`src/rtl/axi_lite_slave_if.sv`:
```
// AXI4-Lite bus bundle between a bus master and the register slave.
interface axi_lite_slave_if;
  logic [31:0] awaddr;
  logic [3:0]  awcache;
  logic [2:0]  awprot;
  logic        awvalid;
  logic        awready;
  logic [31:0] wdata;
  logic [3:0]  wstrb;
  logic        wvalid;
  logic        wready;
  logic [1:0]  bresp;
  logic        bvalid;
  logic        bready;
  logic [31:0] araddr;
  logic [3:0]  arcache;
  logic [2:0]  arprot;
  logic        arvalid;
  logic        arready;
  logic [31:0] rdata;
  logic [1:0]  rresp;
  logic        rvalid;
  logic        rready;

  modport slave (
    input  awaddr, awcache, awprot, awvalid,
    output awready,
    input  wdata, wstrb, wvalid,
    output wready,
    output bresp, bvalid,
    input  bready,
    input  araddr, arcache, arprot, arvalid,
    output arready,
    output rdata, rresp, rvalid,
    input  rready
  );

  modport master (
    output awaddr, awcache, awprot, awvalid,
    input  awready,
    output wdata, wstrb, wvalid,
    input  wready,
    input  bresp, bvalid,
    output bready,
    output araddr, arcache, arprot, arvalid,
    input  arready,
    input  rdata, rresp, rvalid,
    output rready
  );
endinterface

```
`src/rtl/axi_lite_slave.sv`:
```
// AXI4-Lite register file: NUM_REGS x 32-bit registers with byte strobes,
// independent AW/W acceptance, concurrent read and write channels.
module axi_lite_slave #(
  parameter int unsigned NUM_REGS  = 16,
  parameter logic [31:0] BASE_ADDR = 32'h0
) (
  input  logic                     aclk,
  input  logic                     areset,
  axi_lite_slave_if.slave          bus,
  output logic [NUM_REGS*32-1:0]   regs_out
);
  localparam int unsigned IDX_W       = $clog2(NUM_REGS);
  localparam logic [31:0] SPAN        = 32'(NUM_REGS * 4);
  localparam logic [1:0]  RESP_OKAY   = 2'b00;
  localparam logic [1:0]  RESP_SLVERR = 2'b10;

  typedef enum logic {W_IDLE, W_RESP} w_state_t;
  typedef enum logic {R_IDLE, R_DATA} r_state_t;

  w_state_t    w_state, w_state_nx;
  r_state_t    r_state, r_state_nx;
  logic        aw_lat, w_lat;
  logic [31:0] aw_addr_q, w_data_q;
  logic [3:0]  w_strb_q;
  logic        aw_hs, w_hs, ar_hs, do_write;
  logic [31:0] w_addr_eff, w_data_eff, w_off, r_off;
  logic [3:0]  w_strb_eff;
  logic        w_in_range, r_in_range;
  logic [IDX_W-1:0] w_idx, r_idx;
  logic [1:0]  bresp_q, rresp_q;
  logic [31:0] rdata_q;
  logic [31:0] regs [NUM_REGS];
  logic        unused_sideband;

  assign unused_sideband = ^{bus.awcache, bus.awprot, bus.arcache, bus.arprot};

  assign aw_hs = bus.awvalid & bus.awready;
  assign w_hs  = bus.wvalid & bus.wready;
  assign ar_hs = bus.arvalid & bus.arready;

  // A beat latched earlier takes precedence over the live bus value.
  assign w_addr_eff = aw_lat ? aw_addr_q : bus.awaddr;
  assign w_data_eff = w_lat ? w_data_q : bus.wdata;
  assign w_strb_eff = w_lat ? w_strb_q : bus.wstrb;
  assign do_write   = (w_state == W_IDLE) & (aw_lat | aw_hs) & (w_lat | w_hs);

  assign w_off      = w_addr_eff - BASE_ADDR;
  assign w_in_range = w_off < SPAN;
  assign w_idx      = w_off[IDX_W+1:2];
  assign r_off      = bus.araddr - BASE_ADDR;
  assign r_in_range = r_off < SPAN;
  assign r_idx      = r_off[IDX_W+1:2];

  // Write FSM state register.
  always_ff @(posedge aclk or posedge areset) begin
    if (areset) w_state <= W_IDLE;
    else        w_state <= w_state_nx;
  end

  // Write FSM next state: respond once both halves are in, hold until bready.
  always_comb begin
    w_state_nx = w_state;
    case (w_state)
      W_IDLE: if (do_write) w_state_nx = W_RESP;
      W_RESP: if (bus.bready) w_state_nx = W_IDLE;
    endcase
  end

  // Write FSM outputs: each ready drops once its own beat is latched.
  always_comb begin
    bus.awready = 1'b0;
    bus.wready  = 1'b0;
    bus.bvalid  = 1'b0;
    if (!areset) begin
      case (w_state)
        W_IDLE: begin
          bus.awready = ~aw_lat;
          bus.wready  = ~w_lat;
        end
        W_RESP: bus.bvalid = 1'b1;
      endcase
    end
  end
  assign bus.bresp = bresp_q;

  // AW/W latch flags: set on a lone handshake, cleared when the write fires.
  always_ff @(posedge aclk or posedge areset) begin
    if (areset) begin
      aw_lat <= 1'b0;
      w_lat  <= 1'b0;
    end else if (do_write) begin
      aw_lat <= 1'b0;
      w_lat  <= 1'b0;
    end else begin
      if (aw_hs) aw_lat <= 1'b1;
      if (w_hs)  w_lat  <= 1'b1;
    end
  end

  // Beat payload capture; only meaningful while the matching flag is set.
  always_ff @(posedge aclk) begin
    if (aw_hs) aw_addr_q <= bus.awaddr;
    if (w_hs) begin
      w_data_q <= bus.wdata;
      w_strb_q <= bus.wstrb;
    end
  end

  // Write response code, captured on the edge the write fires.
  always_ff @(posedge aclk or posedge areset) begin
    if (areset)        bresp_q <= RESP_OKAY;
    else if (do_write) bresp_q <= w_in_range ? RESP_OKAY : RESP_SLVERR;
  end

  // Register file with per-byte strobes; out-of-range writes are dropped.
  always_ff @(posedge aclk or posedge areset) begin
    if (areset) begin
      for (int i = 0; i < NUM_REGS; i++) regs[i] <= '0;
    end else if (do_write && w_in_range) begin
      for (int k = 0; k < 4; k++)
        if (w_strb_eff[k]) regs[w_idx][8*k +: 8] <= w_data_eff[8*k +: 8];
    end
  end

  for (genvar g = 0; g < NUM_REGS; g++) begin : g_regs_out
    assign regs_out[32*g +: 32] = regs[g];
  end

  // Read FSM state register.
  always_ff @(posedge aclk or posedge areset) begin
    if (areset) r_state <= R_IDLE;
    else        r_state <= r_state_nx;
  end

  // Read FSM next state: one outstanding read, released by rready.
  always_comb begin
    r_state_nx = r_state;
    case (r_state)
      R_IDLE: if (ar_hs) r_state_nx = R_DATA;
      R_DATA: if (bus.rready) r_state_nx = R_IDLE;
    endcase
  end

  // Read FSM outputs.
  always_comb begin
    bus.arready = 1'b0;
    bus.rvalid  = 1'b0;
    if (!areset) begin
      case (r_state)
        R_IDLE: bus.arready = 1'b1;
        R_DATA: bus.rvalid  = 1'b1;
      endcase
    end
  end
  assign bus.rdata = rdata_q;
  assign bus.rresp = rresp_q;

  // Read capture samples the pre-edge register value, so a same-edge write is not seen.
  always_ff @(posedge aclk or posedge areset) begin
    if (areset) begin
      rdata_q <= '0;
      rresp_q <= RESP_OKAY;
    end else if (ar_hs) begin
      rdata_q <= r_in_range ? regs[r_idx] : 32'h0;
      rresp_q <= r_in_range ? RESP_OKAY : RESP_SLVERR;
    end
  end
endmodule
```
`src/flat_wrapper.sv`:
```
// flat-port wrapper written by rule: the top's interface ports become plain ports
module axi_lite_slave_flat 
#(
  parameter int unsigned NUM_REGS  = 16,
  parameter logic [31:0] BASE_ADDR = 32'h0
)
  (aclk, areset, regs_out, bus_awaddr, bus_awcache, bus_awprot, bus_awvalid, bus_awready, bus_wdata, bus_wstrb, bus_wvalid, bus_wready, bus_bresp, bus_bvalid, bus_bready, bus_araddr, bus_arcache, bus_arprot, bus_arvalid, bus_arready, bus_rdata, bus_rresp, bus_rvalid, bus_rready);
  axi_lite_slave_if bus_i ();
  input  logic aclk;
  input  logic areset;
  output logic [NUM_REGS*32-1:0] regs_out;
  input wire logic [$bits(bus_i.awaddr)-1:0] bus_awaddr;
  input wire logic [$bits(bus_i.awcache)-1:0] bus_awcache;
  input wire logic [$bits(bus_i.awprot)-1:0] bus_awprot;
  input wire logic [$bits(bus_i.awvalid)-1:0] bus_awvalid;
  output wire logic [$bits(bus_i.awready)-1:0] bus_awready;
  input wire logic [$bits(bus_i.wdata)-1:0] bus_wdata;
  input wire logic [$bits(bus_i.wstrb)-1:0] bus_wstrb;
  input wire logic [$bits(bus_i.wvalid)-1:0] bus_wvalid;
  output wire logic [$bits(bus_i.wready)-1:0] bus_wready;
  output wire logic [$bits(bus_i.bresp)-1:0] bus_bresp;
  output wire logic [$bits(bus_i.bvalid)-1:0] bus_bvalid;
  input wire logic [$bits(bus_i.bready)-1:0] bus_bready;
  input wire logic [$bits(bus_i.araddr)-1:0] bus_araddr;
  input wire logic [$bits(bus_i.arcache)-1:0] bus_arcache;
  input wire logic [$bits(bus_i.arprot)-1:0] bus_arprot;
  input wire logic [$bits(bus_i.arvalid)-1:0] bus_arvalid;
  output wire logic [$bits(bus_i.arready)-1:0] bus_arready;
  output wire logic [$bits(bus_i.rdata)-1:0] bus_rdata;
  output wire logic [$bits(bus_i.rresp)-1:0] bus_rresp;
  output wire logic [$bits(bus_i.rvalid)-1:0] bus_rvalid;
  input wire logic [$bits(bus_i.rready)-1:0] bus_rready;
  assign bus_i.awaddr = bus_awaddr;
  assign bus_i.awcache = bus_awcache;
  assign bus_i.awprot = bus_awprot;
  assign bus_i.awvalid = bus_awvalid;
  assign bus_awready = bus_i.awready;
  assign bus_i.wdata = bus_wdata;
  assign bus_i.wstrb = bus_wstrb;
  assign bus_i.wvalid = bus_wvalid;
  assign bus_wready = bus_i.wready;
  assign bus_bresp = bus_i.bresp;
  assign bus_bvalid = bus_i.bvalid;
  assign bus_i.bready = bus_bready;
  assign bus_i.araddr = bus_araddr;
  assign bus_i.arcache = bus_arcache;
  assign bus_i.arprot = bus_arprot;
  assign bus_i.arvalid = bus_arvalid;
  assign bus_arready = bus_i.arready;
  assign bus_rdata = bus_i.rdata;
  assign bus_rresp = bus_i.rresp;
  assign bus_rvalid = bus_i.rvalid;
  assign bus_i.rready = bus_rready;
  axi_lite_slave #(.NUM_REGS(NUM_REGS), .BASE_ADDR(BASE_ADDR)) u_core (.aclk(aclk), .areset(areset), .bus(bus_i), .regs_out(regs_out));
endmodule
```
`config.mk`:
```
export PLATFORM = sky130hd
export DESIGN_NAME = axi_lite_slave_flat
export DESIGN_NICKNAME = d
export VERILOG_FILES = /design/src/rtl/axi_lite_slave_if.sv /design/src/rtl/axi_lite_slave.sv /design/src/flat_wrapper.sv
export SDC_FILE = /design/constraint.sdc
export NUM_CORES = 1
export LEC_CHECK = 0
export ABC_AREA = 0
export BUFFER_PORTS_ARGS = -buffer_cell sky130_fd_sc_hd__buf_4
export CAP_MARGIN = 20
export CORE_UTILIZATION = 35
export DETAILED_ROUTE_END_ITERATION = 10
export GPL_TIMING_DRIVEN = 0
export SYNTH_ARGS = -nofsm -noshare
export SYNTH_HDL_FRONTEND = slang
export SYNTH_SLANG_ARGS = --single-unit
```
`constraint.sdc`:
```
create_clock -name aclk -period 16.8 [get_ports aclk]
set_input_delay 1.68 -clock aclk [delete_from_list [all_inputs] [get_ports aclk]]
set_output_delay 1.68 -clock aclk [all_outputs]
set_load 0.02 [all_outputs]
```
## After elaboration in Yosys (flattened, before gate mapping)

Cells that the tools add are included.

| storage, ports and cells | value |
|---|---|
| register bits | 620 |
| bits in latches | 0 |
| bits in writable memories | 0 |
| memory bits (read-only) | 0 |
| input bits | 121 |
| output and inout bits | 553 |
| word-level logic and storage cells | 96 |
| memories | 0 |

| operators by class | value |
|---|---|
| $add $sub $neg | 0 |
| $mul | 0 |
| divide/modulo/power cells | 0 |
| order comparisons | 5 |
| equal/unequal tests | 0 |
| shift-type cells | 0 |
| mux-type cells | 48 |
| bitwise operators | 13 |
| reduce and logical (&&, ||, !) cells | 4 |

Operator list:

| operator | number |
|---|---|
| 512-bit two-way mux | 7 |
| 512-bit bitwise mux | 4 |
| 32-bit demux with 4-bit select | 4 |
| 32-bit two-way mux | 6 |
| 32-bit binary-select mux with 4-bit select | 1 |
| 32-bit by 7-bit less-than comparator with 1-bit output (second input constant) | 2 |
| 24-bit two-way mux | 1 |
| 1-bit two-way mux | 18 |
| 16-bit two-way mux | 1 |
| 5-bit greater-or-equal comparator (second input constant) | 2 |
| 4-bit inverter with 5-bit output | 2 |
| 8-bit two-way mux | 1 |
| 1-bit AND | 5 |
| 5-bit by 1-bit less-than comparator with 1-bit output (second input constant) | 1 |
| 2-bit two-way mux | 2 |
| 4-bit two-way mux | 1 |
| 1-bit inverter | 4 |
| 1-bit one-hot mux with 2 select lines | 2 |
| 2-bit nonzero test | 2 |
| 1-bit logical AND | 2 |
| 1-bit bitwise OR | 2 |

## Longest topological paths before layout

| logic depth | value |
|---|---|
| word-level depth | 17 |
| depth in mapped cells | 8 |
| mapped depth without buffers | 5 |

## Worst setup path before layout

OpenSTA, ideal clock, no wires.

| timing path | value |
|---|---|
| path kind | input to register |
| start point | input areset |
| end point | register u_core.w_lat |
| setup time | 136 ps |
| data arrival time | 13,699 ps |
| data required time | 16,664 ps |
| setup slack | 2,964 ps |
| cell stages on the path | 5 |
| buffers on the path | 1 |
| cell sequence | clkbuf_1 inv_1 nand2_1 a21oi_1 o21ai_0 |

| on the way | value |
|---|---|
| word-level cells in the longest chain between the ends | 6 |
| elaborated cells between the ends (all ways) | 10 |
| those cells by class | 3 x mux; 6 x bitwise; 1 x reduce/logical |

Ends and longest elaborated chain:

| item | RTL line | source |
|---|---|---|
| start, declared | flat_wrapper.sv:10 | `input logic areset;` |
| 1-bit two-way mux | axi_lite_slave.sv:74 | `if (!areset) begin` |
| 1-bit AND | axi_lite_slave.sv:37 | `assign aw_hs = bus.awvalid & bus.awready;` |
| 1-bit bitwise OR | axi_lite_slave.sv:45 | `assign do_write = (w_state == W_IDLE) & (aw_lat \| aw_hs) & (w_lat \| w_hs);` |
| 1-bit AND (2 in a row) | axi_lite_slave.sv:45 |  |
| 1-bit two-way mux or 2-bit nonzero test (tied branches) | n/a |  |
| end signal, assigned | axi_lite_slave.sv:90 | `w_lat <= 1'b0;` |
| end signal, assigned | axi_lite_slave.sv:93 | `w_lat <= 1'b0;` |
| end signal, assigned | axi_lite_slave.sv:96 | `if (w_hs) w_lat <= 1'b1;` |
| end, declared | axi_lite_slave.sv:22 | `logic aw_lat, w_lat;` |

Parallel ways exist; a longest one is shown, timed or not.
A chain may end at the register's enable or synchronous reset.

## Worst setup path after layout

| timing path | value |
|---|---|
| start point | input bus_awaddr[27] |
| end point | register u_core.regs, in the netlist u_core.regs_out[82] |

| on the way | value |
|---|---|
| word-level cells in the longest chain between the ends | 3 |

Ends and longest elaborated chain:

| item | RTL line | source |
|---|---|---|
| start, declared | flat_wrapper.sv:12 | `input wire logic [$bits(bus_i.awaddr)-1:0] bus_awaddr;` |
| 32-bit two-way mux | axi_lite_slave.sv:42 | `assign w_addr_eff = aw_lat ? aw_addr_q : bus.awaddr;` |
| 32-bit by 7-bit less-than comparator with 1-bit output | axi_lite_slave.sv:48 | `assign w_in_range = w_off < SPAN;` |
| 1-bit logical AND | axi_lite_slave.sv:119 | `end else if (do_write && w_in_range) begin` |
| end signal, assigned by index | axi_lite_slave.sv:121 | `if (w_strb_eff[k]) regs[w_idx][8*k +: 8] <= w_data_eff[8*k +: 8];` |
| end, declared | axi_lite_slave.sv:32 | `logic [31:0] regs [NUM_REGS];` |

No other way between the ends.

==> flow_summary.yaml <==
pwr:
  seqPwrFrac_pct: 43.9
  power_mw: 3.51
  p_clk_share_pct: 44.1
  p_leak_nw: 17.7
  intPower_mw: 2.54
  p_per_area_mw_per_mm2: 93.0
  pwr-share-comb_pct: 12.0
  ir_worst_vdd_v: 0.0000656
  switching_share_pct: 27.7
  p_sw_mw: 0.974
logic_synthesis:
  synth_top_area_cell: "dfrtp_1"
  netlist_top_cells_area: "dfrtp_1, mux2_2, mux4_2, edfxtp_1, a2111oi_4"
  synth_top_area_share_pct: 48.3
  syn_avg_cell_area_um2: 16.7
  ys.warnings.count: 0
  synth_cells: 1702
  synthDistinctLibCells: 34
  synthFlopType: "dfrtp_1"
  seq_area_frac_synth_pct: 55.3
  syn_area_mm2: 0.0285
  ys_ff_latch: 616
  synth_edf_count: 66
  synthArstFlopShare_pct: 89.3
setup_path:
  r2r-end: "u_core.regs_out[10]"
  ff2ff_path_depth: 7
  cp-end-kind: "flip-flop"
  critPathMaxFanout: 10
  worstPathArrival_ns: 4.92
  r2r-start: "u_core.w_lat"
  cp.required_ns: 17.29
  worstSetupStartpointType: "primary input"
  reg2reg_slack_ns: 13.08
  critPathKind: "in2reg"
clock_network:
  path_clk_slew_ns: 0.06
  cts_tree: "yes"
  clk_latency_ns: 0.63
  cts.sinks: 616
  cts-buffers-inserted: 71
  cts_hold_buf: 0
  cts.path.max_buffers: 3
  htreeDepth: 3
  root_buffer: "clkbuf_16"
  post-cts-setup-buffer-count: 0
  post_cts_resized: 0
sta:
  setup-violations-final: 0
  relSlewSlack_pct: 14.8
  grt_setup_unrepaired: "no"
  finClkSkew_ns: 0.0263
  maxSlewViolCount: 0
  min_period_over_period_pct: 26.4
  fin_setup_tns_ns: 0
  tightest_slew_ns: 1.28
  hold_violations: 0
  post-route-min-period_ns: 4.44
  fmax_ghz: 0.225
global_route:
  antenna_found_initial: 4
  grt_max_degree: 44
  gr-usage-all-layers_pct: 26.0
  first_global_vias: 20800
  grt_pass1_wl_um: 154000
  gr-total-overflow: 0
route:
  wl_per_cell_um: 30.1
  postRouteAntennaNets: 0
  wl_met1_um: 41200
  finalWirelength_um: 108000
  dr_wl_met3_um: 8630
  drc: 0
  vias: 19500
  drtPass1Iterations: 5
  viasPerCell: 5.44
  drtIter0Drc: 1088
  top_layer: "met5"
  wl_met2_um: 54300
cells_and_area:
  num-fill-cells: 7148
  area_delta_synth_final_pct: 32.6
  drive_above_1_share_pct: 62.5
  fin_area_mm2: 0.0378
  nNetsFinal: 2591
  multi_input_area_mm2: 0.0122
  final_common_cell: "buf_4"
  register_area_mm2: 0.0157
  layout_common_cells: "buf_4, dfrtp_1, mux2_2, mux4_2, clkbuf_1"
floorplanning:
  dieArea_mm2: 0.0826
  coreArea_mm2: 0.0805
  fp.dieH_um: 287
  die_w_um: 287
  start_util_pct: 35.4
  num_rows: 104
  io_pins: 674
worst_hold_path:
  hold_depth: 2
  hp-class: "reg2reg"
  whs_endpoint: "u_core.bus.bresp[1]"
  hold_start: "u_core.bus.bresp[1]"
status:
  status: "finished clean"
placement:
  port-buffer-count: 650
  dp_hpwl_um: 82000
  placed_area_mm2: 0.0353
  place_congestion: 0.850
job:
  drv_cap: 0
## worst max-delay path by stage
stage / start / to / cells past startpoint
final: bus_awaddr[27] / u_core.regs_out[82] / 9
after global routing: u_core.w_lat / bus_wready / 4
after floorplan: areset / u_core.w_lat / 5
after CTS: u_core.w_lat / bus_wready / 4
after global placement: areset / u_core.w_lat / 5
after detailed placement: bus_awaddr[27] / u_core.regs_out[403] / 9
## flip-flops by register name, summed over array words and instances, names as in the netlist
name,flops
u_core.aw_addr_q,30
u_core.bus.bresp,1
u_core.w_state,1
u_core.regs_out,512
u_core.r_state,1
u_core.w_lat,1
u_core.bus.rdata,32
u_core.bus.rresp,1
u_core.aw_lat,1
u_core.w_strb_q,4
u_core.w_data_q,32
## metrics by stage
step | worst slack, ns | hold WS (ns) | util (%) | cells
3_3_place_gp | 3.28 | 0.475 | 43.1 | 3413
2_1_floorplan | 6.45 | 0.528 | - | 1703
4_1_cts | 12.24 | 0.495 | 46.8 | 3579
3_5_place_dp | 11.69 | 0.481 | 43.9 | 3449
6_report | 12.36 | 0.493 | 46.9 | 3591
5_1_grt | 12.24 | 0.521 | 46.9 | 3588
## cell families (layout without fill, tap and decap cells)
family | count (synthesis) | after routing | share of synthesized area, %
AOI/OAI and AO/OA | 178 | 178 | 9.27
buffers and inverters | 125 | 949 | 1.88
DFF | 616 | 616 | 55.3
muxes | 676 | 676 | 31.8
other | 1 | 6 | 0.0132
and+or+nand+nor | 106 | 106 | 1.80
## worst max-delay path, stage by stage
cell and delay [ns]:
buf_4 0.11, nor4_1 0.35, nand4_1 0.14, or4_1 0.45, clkbuf_1 0.13, buf_4 0.20
buf_2 0.29, a2111oi_4 1.13, mux2_2 0.43
## cell type report
class                   count  share of cell area (%)
diodes                      4                  0.0265
plain buffers             116                    1.33
clock buffers             109                    5.58
clock inverters            21                   0.642
inverters                   9                  0.0993
multi-input cells         962                    32.3
flip-flops and latches    616                    41.7
well taps                1060                    3.51
repair buffers            694                    14.8
## synthesized netlist by cell type (4+ instances only)
library cell / n
o32ai_1: 6
buf_1: 22
buf_4: 10
inv_1: 9
clkbuf_1: 65
edfxtp_1: 66
buf_2: 18
o21ai_0: 4
nand2_1: 58
nor2_1: 7
a22oi_1: 64
a2111oi_4: 64
mux4_2: 128
a22o_1: 32
nor4_1: 14
dfrtp_1: 550
mux2_2: 548
nor3_1: 6
## layer usage
| metal | GRT usage (%) | vias up |
|---|---|---|
| met4 | 9.93 | 4 |
| met2 | 44.4 | 720 |
| met5 | 0 | - |
| met3 | 7.69 | 182 |
| met1 | 30.8 | 10400 |
| li1 | - | 8211 |
## power by group through the flow
stage / clock network, mW / registers, mW / logic [mW]
6_report: 1.55 / 1.54 / 0.422
3_3_place_gp: 0 / 1.57 / 0.399
4_1_cts: 1.58 / 1.54 / 0.425
3_5_place_dp: 0 / 1.57 / 0.425
5_1_grt: 1.64 / 1.55 / 0.452
2_1_floorplan: 0 / 1.57 / 0.240
No activity file was read; power rests on OpenSTA's default activity.
